$ cat src/rtl/hazard_pkg.sv
// Shared types and constants for the pipeline hazard controller.
// Holds the mul/div FSM state encoding, the default mul/div occupancy and the MD counter width.
// Optional feature macro used by this block: HAZARD_PERF_CNT_EN (stall-cycle performance counter).
package hazard_pkg;

  // Default number of cycles a mul/div op occupies EX (legal range 2..15).
  localparam int MD_CYCLES_DEFAULT = 4;

  // Width of the mul/div down-counter; 4 bits covers the full 2..15 range.
  localparam int MD_CNT_W = 4;

  typedef logic [MD_CNT_W-1:0] md_cnt_t;

  typedef enum logic [0:0] {
    IDLE    = 1'b0,
    MD_BUSY = 1'b1
  } md_state_t;

  // Counter load value on mul/div accept: the accept cycle is the first EX cycle,
  // so the busy phase counts down the remaining cycles - 1 .. 1.
  function automatic md_cnt_t md_cnt_load(input int cycles);
    return md_cnt_t'(cycles - 1);
  endfunction

endpackage

$ cat src/rtl/hazard_perf_cnt.sv
// Purpose: 16-bit saturating stall-cycle counter with synchronous clear.
// Latency: count reflects an enabled cycle one clock later.
// Backpressure: none; counts every enabled cycle, holds at 16'hFFFF.
// Feature macro: HAZARD_PERF_CNT_EN. Without it the count is a constant 0 and no flops exist.
module hazard_perf_cnt (
  input  logic        clk,
  input  logic        clear,
  input  logic        enable,
  output logic [15:0] count
);

`ifdef HAZARD_PERF_CNT_EN
  logic [15:0] cnt_q;

  // Count enabled cycles, stopping at all-ones so the value never wraps.
  always_ff @(posedge clk) begin
    if (clear) begin
      cnt_q <= '0;
    end else if (enable && (cnt_q != 16'hFFFF)) begin
      cnt_q <= cnt_q + 16'd1;
    end
  end

  assign count = cnt_q;
`else
  // Counter compiled out: inputs are intentionally left unused.
  logic unused_perf_inputs;
  assign unused_perf_inputs = ^{clk, clear, enable};
  assign count = 16'd0;
`endif

endmodule

$ cat src/rtl/pipeline_hazard_ctrl.sv
// Purpose: 5-stage pipeline hazard control: load-use stall, taken-branch flush, multi-cycle mul/div hold.
// Latency: stall/flush controls are combinational from ID/EX inputs; md_done is a registered pulse.
// Backpressure: front end stalls one cycle per load-use and for the whole mul/div busy phase.
// Feature macro: HAZARD_PERF_CNT_EN enables the stall_cycles counter (otherwise stall_cycles reads 0).
module pipeline_hazard_ctrl
  import hazard_pkg::*;
#(
  parameter int MD_CYCLES = MD_CYCLES_DEFAULT
) (
  input  logic        clk,
  input  logic        rst,
  input  logic [4:0]  id_rs,
  input  logic [4:0]  id_rt,
  input  logic        id_uses_rt,
  input  logic        id_md_op,
  input  logic        id_ex_mem_read,
  input  logic [4:0]  id_ex_rt,
  input  logic        ex_branch_taken,
  output logic        pc_write,
  output logic        if_id_write,
  output logic        if_id_flush,
  output logic        id_ex_flush,
  output logic        ex_hold,
  output logic        ex_mem_flush,
  output logic        md_busy,
  output logic        md_done,
  output logic [15:0] stall_cycles
);

  md_state_t state;
  md_state_t state_nxt;
  md_cnt_t   md_cnt;
  logic      load_use;
  logic      md_accept;
  logic      md_last;

  // A load in EX writing a register the ID instruction reads; r0 never creates a dependency.
  assign load_use = id_ex_mem_read && (id_ex_rt != 5'd0) &&
                    ((id_ex_rt == id_rs) || (id_uses_rt && (id_ex_rt == id_rt)));

  // Branch and load-use both take priority over starting a mul/div; a blocked op retries after the stall.
  assign md_accept = (state == IDLE) && id_md_op && !ex_branch_taken && !load_use;

  assign md_last = (state == MD_BUSY) && (md_cnt == md_cnt_t'(1));

  // FSM state register.
  always_ff @(posedge clk) begin
    if (rst) begin
      state <= IDLE;
    end else begin
      state <= state_nxt;
    end
  end

  // Next-state: enter MD_BUSY on accept, return to IDLE on the last busy cycle.
  always_comb begin
    state_nxt = state;
    case (state)
      IDLE:    if (md_accept) state_nxt = MD_BUSY;
      MD_BUSY: if (md_last)   state_nxt = IDLE;
      default: state_nxt = IDLE;
    endcase
  end

  // Mul/div down-counter and the registered completion pulse.
  always_ff @(posedge clk) begin
    if (rst) begin
      md_cnt  <= '0;
      md_done <= 1'b0;
    end else begin
      md_done <= md_last;
      if (md_accept) begin
        md_cnt <= md_cnt_load(MD_CYCLES);
      end else if (state == MD_BUSY) begin
        md_cnt <= md_cnt - md_cnt_t'(1);
      end
    end
  end

  // Pipeline control outputs; while busy every front-end event is ignored.
  always_comb begin
    pc_write     = 1'b1;
    if_id_write  = 1'b1;
    if_id_flush  = 1'b0;
    id_ex_flush  = 1'b0;
    ex_hold      = 1'b0;
    ex_mem_flush = 1'b0;
    md_busy      = 1'b0;
    case (state)
      IDLE: begin
        if (ex_branch_taken) begin
          if_id_flush = 1'b1;
          id_ex_flush = 1'b1;
        end else if (load_use) begin
          pc_write    = 1'b0;
          if_id_write = 1'b0;
          id_ex_flush = 1'b1;
        end
      end
      MD_BUSY: begin
        pc_write     = 1'b0;
        if_id_write  = 1'b0;
        ex_hold      = 1'b1;
        ex_mem_flush = 1'b1;
        md_busy      = 1'b1;
      end
      default: ;
    endcase
  end

  hazard_perf_cnt u_perf_cnt (
    .clk    (clk),
    .clear  (rst),
    .enable (!pc_write),
    .count  (stall_cycles)
  );

endmodule
$ cat config.mk
export PLATFORM = sky130hd
export DESIGN_NAME = pipeline_hazard_ctrl
export DESIGN_NICKNAME = d
export VERILOG_FILES = /design/src/rtl/hazard_pkg.sv /design/src/rtl/hazard_perf_cnt.sv /design/src/rtl/pipeline_hazard_ctrl.sv
export SDC_FILE = /design/constraint.sdc
export NUM_CORES = 1
export LEC_CHECK = 0
export BUFFER_PORTS_ARGS = -buffer_cell sky130_fd_sc_hd__buf_2
export CAP_MARGIN = 20
export CORE_MARGIN = 2
export CORE_UTILIZATION = 42
export DETAILED_ROUTE_END_ITERATION = 8
export GPL_TIMING_DRIVEN = 0
export PLACE_DENSITY = 0.82
export SLEW_MARGIN = 0
export SYNTH_ARGS = -nofsm -noshare
export SYNTH_HDL_FRONTEND = slang
export SYNTH_SLANG_ARGS = --single-unit
$ cat constraint.sdc
create_clock -name clk -period 3.55 [get_ports clk]
set_clock_uncertainty 0.05 [all_clocks]
set_input_delay 0.8875 -clock clk [delete_from_list [all_inputs] [get_ports clk]]
set_output_delay 0.8875 -clock clk [all_outputs]
set_load 0.02 [all_outputs]
==> results.cfg <==
[cts]
clk_latency_ns = 0.24
cts.clk_slew.worst_paths_ns = 0.04
cts_root_buffer = clkbuf_4
cts_tree = built
holdBufCountCts = 0
cts_resized = 0
htree_levels = 1
clockBufferDepth = 2
clock_sinks = 6
numCtsBuffers = 3
cts_setup_buffers = 0

[critical_path]
cp-endpoint = pc_write
path_max_fanout = 7
cp-startpoint = id_ex_rt[3]
start_kind = input port
reg2reg_to = state
crit_arrival_ns = 2.38
r2r-start = state
cp.required_ns = 2.61
worstSetupEndpointType = output port
rr_worst_depth = 5
r2r_slack_ns = 2.03
path_class = input port to output port

[sta]
fin_crit_sh_pct = 93.5
post-route-min-period_ns = 3.32
setup_ws_ns = 0.230
rsz0062_at_grt = no
fmax_ghz = 0.301
maxSlewViolCount = 0
setup_tns_ns = 0
final_hold_viol_count = 0
setup_viol = 0

[synthesis]
synth_edf_count = 0
synth_area_leaders = buf_4 23%, dfxtp_1 19%, xor2_1 11%
synth_cell_types = 28
synth_top_cell_area_share_pct = 22.8
postSynthAreaPerCell_um2 = 7.80
synth_warnings = 0
synthFlopType = dfxtp_1
synth.most_common_cell = buf_4
synth_top_cell_by_area = buf_4
synthCells = 80
synth_seq_cells = 6
ys_seq_area_share_pct = 19.2
netlist_area_um2 = 624
async_flop_share_pct = 0
synth_common_cells = 19 x buf_4, 8 x xor2_1, 7 x nor2_1, 6 x dfxtp_1, 4 x xnor2_1

[grt]
grt_pass1_wl_um = 2100
grt_pass1_vias = 556
grt_overflow = 0
antenna_found_initial = 0
grt_max_degree = 11
grt_use_total_pct = 15.3

[layout]
synthToLayoutAreaGrowth_pct = 37.3
antenna-diode-count = 0
ff_latch_area_um2 = 120
multi_input_area_um2 = 399
final_net_count = 150
fill_cells = 138
drive_above_1_share_pct = 42.4

[power]
netSwitchingFraction_pct = 35.9
vdd_drop_max_v = 0.000176
pwr-share-seq_pct = 31.8
cellPowerDensity_mw_per_mm2 = 301
switchingPower_uw = 92.5
power_uw = 258
combPwrFrac_pct = 44.1
clockPowerShare_pct = 24.1
leakagePower_nw = 0.459
p_int_uw = 165

[detailed_routing]
ant_nets = 0
dr.pass1.iters = 4
drc = 0
drtIter0Drc = 5
drt_wl_total_um = 1310
detail_route.vias_per_cell = 4.46
wl_per_cell_um = 9.35
num_vias = 624

[die]
pin_count = 45
die_area_mm2 = 0.00181
floorplan.initialDensity_pct = 46.2
core_mm2 = 0.00135
die_w_um = 42.6
rows = 13
die_h_um = 42.6

[flow_run]
cap_violations = 0

[placement]
dp_hpwl_um = 1150
routabilityCongestion = 0.749
pre_cts_slack_ns = 0.225
portBuffers = 27

[outcome]
status = completed

[worst_hold_path]
hp-class = flop to flop
==> layer usage <==
layer	wire length, um	track usage (%)	share of wire (%)
met5	0	0	0
met4	0	5.63	0
met3	140	3.88	11
met2	672	29.5	51
met1	495	15.3	38
==> state kept, by name, indices dropped and copies added, names as in the netlist <==
| signal | flops |
|---|---|
| md_cnt | 4 |
| md_done | 1 |
| state | 1 |
==> cell families after synthesis <==
group | after synthesis | share of synthesized area [%]
buffers and inverters | 24 | 25.9
AND/OR/NAND/NOR | 24 | 21.2
XOR/XNOR | 12 | 16.8
AO/OA/AOI/OAI | 11 | 12.2
flip-flops | 6 | 19.2
adder cells (fa/ha/maj) | 2 | 4.01
other | 1 | 0.601
==> how the worst min path moves through the flow <==
stage                     slack, ns   endpoint  cells past startpoint       from
final                          0.53  md_cnt[1]                      2  md_cnt[1]
after global routing           0.55    md_done                      2  md_cnt[3]
after CTS                      0.54  md_cnt[1]                      2  md_cnt[1]
after detailed placement       0.53    md_done                      2  md_cnt[3]
after global placement         0.51  md_cnt[1]                      2  md_cnt[1]
after floorplan                0.49    md_done                      2  md_cnt[3]
==> per-stage QoR <==
stage / hold WS, ns / std cells / utilization (%) / cell area [um^2]
2_1_floorplan: 0.493 / 95 / - / 681
3_3_place_gp: 0.512 / 137 / 61.8 / 835
3_5_place_dp: 0.526 / 137 / 61.8 / 835
4_1_cts: 0.535 / 140 / 63.5 / 857
5_1_grt: 0.554 / 140 / 63.5 / 857
6_report: 0.534 / 140 / 63.5 / 857
==> power by group through the flow <==
stage	registers (mW)	logic [mW]	clock network [mW]
6_report	0.0819	0.114	0.0621
5_1_grt	0.0831	0.125	0.0686
4_1_cts	0.0818	0.113	0.0645
3_5_place_dp	0.0831	0.113	0
3_3_place_gp	0.0827	0.110	0
2_1_floorplan	0.0833	0.0829	0
==> placed cells by master (no fill, tap or decap) <==
cell,instances
buf_2,27
buf_4,19
conb_1,16
xor2_1,8
nor2_1,7
dfxtp_1,6
xnor2_1,4
inv_1,3
nor3_1,3
nand3_1,3
o21ai_0,3
clkbuf_4,3
clkbuf_1,2
a21oi_1,2
nand2_1,2
nand2b_1,2
ha_1,2
nor4_1,1
or4_4,1
o21ai_2,1
a21oi_2,1
o21ba_2,1
or3_1,1
o22ai_1,1
a211o_1,1
nor3b_1,1
nor4bb_1,1
nor2b_1,1
nor4b_1,1
o31a_1,1
==> final cells by class <==
cell class | instances | share of cell area, %
plain buffers | 21 | 17.5
clock buffers | 3 | 2.63
inverters | 3 | 1.31
multi-input cells | 65 | 46.6
flip-flops and latches | 6 | 14.0
well taps | 15 | 2.19
repair buffers | 27 | 15.8
==> worst max-delay path, stage by stage <==
cell	delay [ns]
buf_2	0.12
xor2_1	0.15
nor4_1	0.34
nand3_1	0.14
a21oi_2	0.31
a21oi_1	0.13
buf_4	0.15
buf_2	0.15
Note: power is estimated with default switching activity, not from simulation.
